--- src/rtl/riscq_prog_loader.sv ---
`default_nettype none
// ============================================================================
// Module   : riscq_prog_loader
// Purpose  : Parses framed byte packets from a host link and issues 32-bit
//            word writes into the RISCQ instruction ROM / data RAM init
//            ports. Raises the init_done levels that release the core and
//            flags framing and checksum errors.
// Revision : 1.0 - initial release
// ============================================================================
module riscq_prog_loader #(
  parameter logic [7:0] SYNC_BYTE = 8'hA5,
  parameter int         ADDR_W    = 12
) (
  input  logic              i_clk,
  input  logic              i_rst_n,
  input  logic [7:0]        i_rx_data,
  input  logic              i_rx_valid,
  output logic              o_rx_ready,
  output logic [ADDR_W-1:0] o_inst_waddr,
  output logic [31:0]       o_inst_wdata,
  output logic              o_inst_we,
  output logic              o_inst_init_done,
  output logic [ADDR_W-1:0] o_data_waddr,
  output logic [31:0]       o_data_wdata,
  output logic              o_data_we,
  output logic              o_data_init_done,
  output logic              o_busy,
  output logic              o_err,
  output logic [7:0]        o_pkt_cnt
);

  localparam logic [7:0] C_TGT_INST = 8'h01;
  localparam logic [7:0] C_TGT_DATA = 8'h02;
  localparam logic [7:0] C_TGT_DONE = 8'hFF;

  typedef enum logic [2:0] {
    S_IDLE   = 3'd0,
    S_TGT    = 3'd1,
    S_CNT_L  = 3'd2,
    S_CNT_H  = 3'd3,
    S_ADDR_L = 3'd4,
    S_ADDR_H = 3'd5,
    S_DATA   = 3'd6,
    S_CSUM   = 3'd7
  } state_t;

  state_t            r_state;
  state_t            w_state_nxt;
  logic              r_rx_ready;
  logic [7:0]        r_csum;
  logic              r_tgt_data;   // 0: instruction memory, 1: data memory
  logic [7:0]        r_cnt_l;
  logic [15:0]       r_words_left;
  logic [7:0]        r_addr_l;
  logic [ADDR_W-1:0] r_wptr;       // address of the word being assembled
  logic [1:0]        r_byte_idx;
  logic [23:0]       r_word;       // low three bytes of the word in flight
  logic [ADDR_W-1:0] r_inst_waddr;
  logic [31:0]       r_inst_wdata;
  logic              r_inst_we;
  logic [ADDR_W-1:0] r_data_waddr;
  logic [31:0]       r_data_wdata;
  logic              r_data_we;
  logic              r_inst_done;
  logic              r_data_done;
  logic              r_err;
  logic [7:0]        r_pkt_cnt;

  // Once both memories are loaded the link keeps draining but nothing reacts.
  logic w_accept;
  assign w_accept = i_rx_valid && r_rx_ready && !(r_inst_done && r_data_done);

  // State register
  always_ff @(posedge i_clk) begin
    if (!i_rst_n) r_state <= S_IDLE;
    else          r_state <= w_state_nxt;
  end

  // Next-state decode for the packet framing
  always_comb begin
    w_state_nxt = r_state;
    if (w_accept) begin
      case (r_state)
        S_IDLE:   if (i_rx_data == SYNC_BYTE) w_state_nxt = S_TGT;
        S_TGT:    w_state_nxt = (i_rx_data == C_TGT_INST || i_rx_data == C_TGT_DATA)
                                ? S_CNT_L : S_IDLE;
        S_CNT_L:  w_state_nxt = S_CNT_H;
        S_CNT_H:  w_state_nxt = S_ADDR_L;
        S_ADDR_L: w_state_nxt = S_ADDR_H;
        S_ADDR_H: w_state_nxt = (r_words_left == 16'd0) ? S_CSUM : S_DATA;
        S_DATA:   if (r_byte_idx == 2'd3 && r_words_left == 16'd1) w_state_nxt = S_CSUM;
        S_CSUM:   w_state_nxt = S_IDLE;
        default:  w_state_nxt = S_IDLE;
      endcase
    end
  end

  // Datapath: checksum, header capture, word assembly, write strobes, status
  always_ff @(posedge i_clk) begin
    if (!i_rst_n) begin
      r_rx_ready   <= 1'b0;
      r_csum       <= 8'h00;
      r_tgt_data   <= 1'b0;
      r_cnt_l      <= 8'h00;
      r_words_left <= 16'h0000;
      r_addr_l     <= 8'h00;
      r_wptr       <= '0;
      r_byte_idx   <= 2'd0;
      r_word       <= 24'h000000;
      r_inst_waddr <= '0;
      r_inst_wdata <= 32'h0;
      r_inst_we    <= 1'b0;
      r_data_waddr <= '0;
      r_data_wdata <= 32'h0;
      r_data_we    <= 1'b0;
      r_inst_done  <= 1'b0;
      r_data_done  <= 1'b0;
      r_err        <= 1'b0;
      r_pkt_cnt    <= 8'h00;
    end else begin
      r_rx_ready <= 1'b1;
      r_inst_we  <= 1'b0;
      r_data_we  <= 1'b0;
      if (w_accept) begin
        // Every header/data byte between SYNC and CSUM feeds the checksum.
        if (r_state != S_IDLE && r_state != S_CSUM)
          r_csum <= r_csum ^ i_rx_data;
        case (r_state)
          S_IDLE: begin
            if (i_rx_data == SYNC_BYTE) r_csum <= 8'h00;
          end
          S_TGT: begin
            if (i_rx_data == C_TGT_INST) begin
              r_tgt_data <= 1'b0;
            end else if (i_rx_data == C_TGT_DATA) begin
              r_tgt_data <= 1'b1;
            end else if (i_rx_data == C_TGT_DONE) begin
              r_inst_done <= 1'b1;
              r_data_done <= 1'b1;
              r_pkt_cnt   <= r_pkt_cnt + 8'd1;
            end else begin
              r_err <= 1'b1;
            end
          end
          S_CNT_L:  r_cnt_l      <= i_rx_data;
          S_CNT_H:  r_words_left <= {i_rx_data, r_cnt_l};
          S_ADDR_L: r_addr_l     <= i_rx_data;
          S_ADDR_H: begin
            r_wptr     <= ADDR_W'({i_rx_data, r_addr_l});
            r_byte_idx <= 2'd0;
          end
          S_DATA: begin
            r_byte_idx <= r_byte_idx + 2'd1;
            case (r_byte_idx)
              2'd0: r_word[7:0]   <= i_rx_data;
              2'd1: r_word[15:8]  <= i_rx_data;
              2'd2: r_word[23:16] <= i_rx_data;
              default: begin
                // Word complete: strobe the selected memory next cycle.
                r_wptr       <= r_wptr + ADDR_W'(1);
                r_words_left <= r_words_left - 16'd1;
                if (r_tgt_data) begin
                  r_data_we    <= 1'b1;
                  r_data_waddr <= r_wptr;
                  r_data_wdata <= {i_rx_data, r_word};
                end else begin
                  r_inst_we    <= 1'b1;
                  r_inst_waddr <= r_wptr;
                  r_inst_wdata <= {i_rx_data, r_word};
                end
              end
            endcase
          end
          S_CSUM: begin
            if (i_rx_data == r_csum) r_pkt_cnt <= r_pkt_cnt + 8'd1;
            else                     r_err     <= 1'b1;
          end
          default: ;
        endcase
      end
    end
  end

  assign o_rx_ready       = r_rx_ready;
  assign o_inst_waddr     = r_inst_waddr;
  assign o_inst_wdata     = r_inst_wdata;
  assign o_inst_we        = r_inst_we;
  assign o_inst_init_done = r_inst_done;
  assign o_data_waddr     = r_data_waddr;
  assign o_data_wdata     = r_data_wdata;
  assign o_data_we        = r_data_we;
  assign o_data_init_done = r_data_done;
  assign o_busy           = (r_state != S_IDLE);
  assign o_err            = r_err;
  assign o_pkt_cnt        = r_pkt_cnt;

endmodule
`default_nettype wire
--- config.mk ---
export PLATFORM = sky130hd
export DESIGN_NAME = riscq_prog_loader
export DESIGN_NICKNAME = d
export VERILOG_FILES = /design/src/rtl/riscq_prog_loader.sv
export SDC_FILE = /design/constraint.sdc
export NUM_CORES = 1
export LEC_CHECK = 0
export BUFFER_PORTS_ARGS = -buffer_cell sky130_fd_sc_hd__buf_2
export CELL_PAD_IN_SITES_DETAIL_PLACEMENT = 1
export CELL_PAD_IN_SITES_GLOBAL_PLACEMENT = 2
export CORE_AREA = 2 2 156 158
export DETAILED_ROUTE_END_ITERATION = 8
export DIE_AREA = 0 0 158 160
export HOLD_SLACK_MARGIN = 0.08
export PLACE_DENSITY = 0.86
export SLEW_MARGIN = 20
export SYNTH_ARGS = -nofsm -noshare
export SYNTH_HDL_FRONTEND = slang
export SYNTH_SLANG_ARGS = --single-unit
--- constraint.sdc ---
create_clock -name i_clk -period 2.5 [get_ports i_clk]
set_input_delay 0.375 -clock i_clk [delete_from_list [all_inputs] [get_ports i_clk]]
set_output_delay 0.375 -clock i_clk [all_outputs]
set_load 0.005 [all_outputs]
-- After elaboration in Yosys (flattened, before gate mapping)
Cells that the tools add are included.
- add/subtract/negate cells: 4
- reductions and logical operators: 31
- muxes and demuxes: 28
- bitwise gates (word level): 8
- eq/ne operators: 26
- operator list (operator ; count):
    $mux W8 ; 7
    $pmux W16 S2 ; 1
    $pmux W12 S2 ; 1
    $pmux W3 S8 ; 1
    $reduce_and A3 Y1 ; 7
    $ne A2 B2 Y1 const B ; 9
    $eq A16 B1 Y1 const B ; 1
    $eq A8 B8 Y1 const B ; 2
    $logic_not A16 Y1 ; 1
    $mux W16 ; 1
    $pmux W8 S2 ; 1
    $sub A16 B1 Y16 const B ; 1
    $add A12 B1 Y12 const B ; 1
    $eq A3 B3 Y1 const B ; 4
    $mux W12 ; 1
    $reduce_and A6 Y1 ; 2
    $mux W1 ; 10
    $add A8 B1 Y8 const B ; 1
    $eq A8 B1 Y1 const B ; 1
    $eq A8 B2 Y1 const B ; 1
    $eq A8 B8 Y1 ; 1
    $reduce_and A4 Y1 ; 2
    $reduce_bool A2 Y1 ; 4
    $xor A8 B8 Y8 ; 1
    other kinds (21) ; 35
- bits in registers: 183
- output and inout port bits: 103
- bits of input ports: 11
- logic and storage cells: 118

-- Depth between registers and ports, before layout
- word-level depth: 5
- depth in mapped cells: 9
- gate-level depth less buffers: 7

-- Worst setup path before layout
No wires, ideal clock.
- path type: reg2reg
- start: register r_words_left[0]
- end: register r_words_left[14]
- buffers on the path: 0
- clock period less this slack: 1.888 ns
- data arrival time: 1.769 ns
- slack: 0.612 ns
- setup time: 0.119 ns
- data required time: 2.381 ns
- stages on the path, launching flop included: 7
- path through: dfxtp_1 > inv_1 > ha_1 > or3b_2 > nor4_2 > a41oi_1 > o221a_2
- word-level cells in the longest chain between the ends: 3
- ends and longest elaborated chain (item ; RTL line ; RTL):
    from (decl) ; 53 ; logic [15:0] r_words_left;
    from (signal assigned) ; 146 ; S_CNT_H: r_words_left <= {i_rx_data, r_cnt_l};
    from (signal assigned) ; 161 ; r_words_left <= r_words_left - 16'd1;
    $sub A16 B1 Y16 ; 161 ;
    $mux W16 ; 154 ; case (r_byte_idx)
    $pmux W16 S2 ; 128 ; case (r_state)
Every way passes these cells. The select of a mux whose other input is x is not followed.
A chain may end at the register's enable or synchronous reset.

-- Worst setup path after layout
Same ends and word-level chain as after synthesis.

==> metrics.md <==
| Metric | Value |
|---|---|
| Worst path slowest cell | or3b_2 |
| Fin Setup TNS | 0 ps |
| First-pass GRT wire length | 36.9 mm |
| Largest area contributor in the netlist | dfxtp_1 |
| Hold Path Stages | 3 |
| Minimum clock period | 2230 ps |
| Initial Util | 32.4% |
| Chip Height | 160 µm |
| Crit path cell chain | inv_1, ha_1, or3b_2, nor4_2, a41oi_1, o221a_2 |
| Reg-to-Reg Start | r_words_left[0]$_SDFFE_PN0P_ |
| Fmax | 449 MHz |
| Syn_area_per_cell | 7.96 µm² |
| H-tree depth | 4 |
| Antenna Cells | 0 |
| Core area | 23800 µm² |
| Yosys cell types | 65 |
| Final critical-path share of the clock period | 89.1% |
| Hold wc startpoint | i_rx_data[7] |
| Root Buffer | clkbuf_16 |
| Share of cells above drive strength 1 | 17.4% |
| Hold Fails Final Rpt | 0 |
| Final hold slack | 367 ps |
| Crit path max fanout | 5 |
| Post-synthesis instance total | 969 |
| #FFs+latches synth | 183 |
| Final wirelength | 23.1 mm |
| Status | finished, final reports clean |
| Worst Clk Skew | 13.6 ps |
| Startpoint class of the critical path | flop |
| Slew HR | 37.1% |
| CP peak stage delay | 540 ps |
| # port buffers | 113 |
| Worst setup EP type | flop |
| Setup violators final | 0 |
| Seq/Total Area, Yosys | 47.5% |
| Reg2Reg Depth | 6 |
| Antenna violations before repair | 0 |
| Clock Sinks | 183 |
| CP Data Arrival Time | 2560 ps |
| Nets | 1066 |
| Ports | 114 |
| Total of max-cap violations | 0 |
| DRC violations left | 0 |
| Row Count | 57 |
| Asr flop ratio synth | 0% |
| EDFF count, synth | 0 |
| Die Wd | 158 µm |
| Hold EP | r_cnt_l[7]$_SDFFE_PN0P_ |
| Reg2Reg Setup Slack | 270 ps |
| VDD IR max | 0.269 mV |
| Max Buffers Root-to-Sink | 2 |
| Max-slew violation count | 0 |
| Fillers | 2914 |
| Detailed-route via count | 6994 |
| Worst-margin pin slew | 944 ps |
| Total Power | 6.00 mW |
| Leakage power | 3.62 nW |
| Final global-route overflow total | 0 |
| Resized cells post-CTS | 0 |
| Count leader, synth | nand2_1 |
| Syn Std Cell Area | 7710 µm² |
| WL/cell | 16.7 µm |
| CP Class | reg -> reg |
| Tot GR Track Use | 18.3% |
| YS warnings | 0 |
| Number of vias per cell | 5.06 |
| PwrDens | 652 nW/µm² |
| Top_reg_cell synth | dfxtp_1 |
| Setup Buffers After CTS | 0 |
| Synth cell count leaders | nand2_1 (237), dfxtp_1 (183), a21oi_1 (150), nor2_1 (70), clkbuf_1 (56) |
| Top post-synthesis cells by area | dfxtp_1 (48%), nand2_1 (12%), a21oi_1 (9.7%), nor2_1 (3.4%), clkbuf_1 (2.7%) |
| Starting DRT DRC Count | 407 |
| Top-area cell type share of the netlist area | 47.5% |
| Area Overhead vs Synth | 19.4% |
| Pre-Repair DR Iteration Count | 4 |
| RSZ-0062 raised after global routing | false |
| CTS tree | yes |
| Worst EP required | 2830 ps |
| Die Area | 25300 µm² |
| Vias in the first global route | 6952 |
| Syn nets | 989 |
| HPWL after DPL | 15.3 mm |
| Largest net degree at the start of global routing | 49 |
| Clock Pin Slew Worst Setup and Hold Paths | 80 ps |
| Routability Congestion | 0.755 |
| Hold_buf cts | 0 |
| Worst hold path class | in -> reg |
| Latest clock arrival within the worst-skew pair | 440 ps |
| Register area | 3660 µm² |
| Post-route ant nets | 0 |
| CTS Buf Count | 17 |
| Multi-input logic area | 3700 µm² |
| R2R Path End | r_words_left[14]$_SDFFE_PN0P_ |
logic make-up (layout without fill, tap and decap cells):
logic type	after synthesis	count (layout)	share of synthesized area [%]
buf+inv	87	177	4.70
flops	183	183	47.5
xor+xnor	18	18	2.04
mux	14	14	1.82
fa+ha+maj	9	9	1.46
compound gates	239	239	18.4
simple gates	419	419	24.1
area by class of cell:
class                           count  share of cell area [%]
Clock buffer                       19                    4.81
Clock inverter                     13                    2.02
Inverter                           10                   0.435
Multi-Input combinational cell    699                    40.2
Sequential cell                   183                    39.8
Tap cell                          324                    4.40
Timing Repair Buffer              135                    8.34
worst max-delay path by stage:
stage | from | endpoint | slack (ps) | cells past startpoint
4_1_cts | r_words_left[0]$_SDFFE_PN0P_ | r_words_left[14]$_SDFFE_PN0P_ | 280 | 6
5_1_grt | r_state[0]$_SDFFE_PN0P_ | o_inst_wdata[3]$_SDFFE_PN0P_ | 80 | 6
2_1_floorplan | r_words_left[0]$_SDFFE_PN0P_ | r_words_left[14]$_SDFFE_PN0P_ | 610 | 6
3_3_place_gp | i_rx_data[3] | o_pkt_cnt[7]$_SDFFE_PN0P_ | 310 | 6
6_report | r_words_left[0]$_SDFFE_PN0P_ | r_words_left[14]$_SDFFE_PN0P_ | 270 | 6
3_5_place_dp | i_rx_data[0] | o_pkt_cnt[3]$_SDFFE_PN0P_ | 190 | 6
power breakdown:
group,switching [mW],total [mW],internal (mW),leakage (nW)
clock,1.26,2.89,1.64,0.310
sequential,0.00531,2.92,2.92,1.47
combinational,0.140,0.185,0.0448,1.84
worst max-delay path, delay by kind of cell (launching register included):
kind	cells	cell delay (ps)
AND/OR/NAND/NOR	2	940
AO/OA/AOI/OAI	2	500
flip-flops	1	350
adder cells (fa/ha/maj)	1	230
buffers and inverters	1	100
state kept, by name (all words and copies together) (netlist names), 12 cells and up:
| name | cells |
|---|---|
| o_data_wdata | 32 |
| o_inst_wdata | 32 |
| r_word | 24 |
| r_words_left | 16 |
| o_data_waddr | 12 |
| o_inst_waddr | 12 |
| r_wptr | 12 |
layer usage:
| layer | global-route usage (%) | part of all wire (%) | vias up |
|---|---|---|---|
| met4 | 4.83 | 0.99 | 0 |
| li1 | - | - | 3478 |
| met3 | 3.31 | 3.3 | 15 |
| met1 | 24.6 | 48 | 3383 |
| met2 | 30.2 | 48 | 118 |
| met5 | 0 | 0 | - |
placed cells by master (no fill, tap or decap), types with 14 or more instances in the layout:
| master | n |
|---|---|
| buf_4 | 19 |
| a21oi_1 | 150 |
| dfxtp_1 | 183 |
| nor2_1 | 68 |
| nand3_1 | 38 |
| clkbuf_16 | 17 |
| nand2_1 | 237 |
| o21ai_0 | 25 |
| mux2i_1 | 14 |
| buf_2 | 113 |
through the flow:
stage	cells	cell area [µm²]	worst slack [ps]	utilization, %
final	1383	9210	272	38.7
after global routing	1383	9210	80.1	38.7
after CTS	1383	9210	281	38.7
after detailed placement	1351	8580	186	36.0
after global placement	1351	8580	307	36.0
after floorplan	969	7710	612	-
No activity file was read; power rests on OpenSTA's default activity.
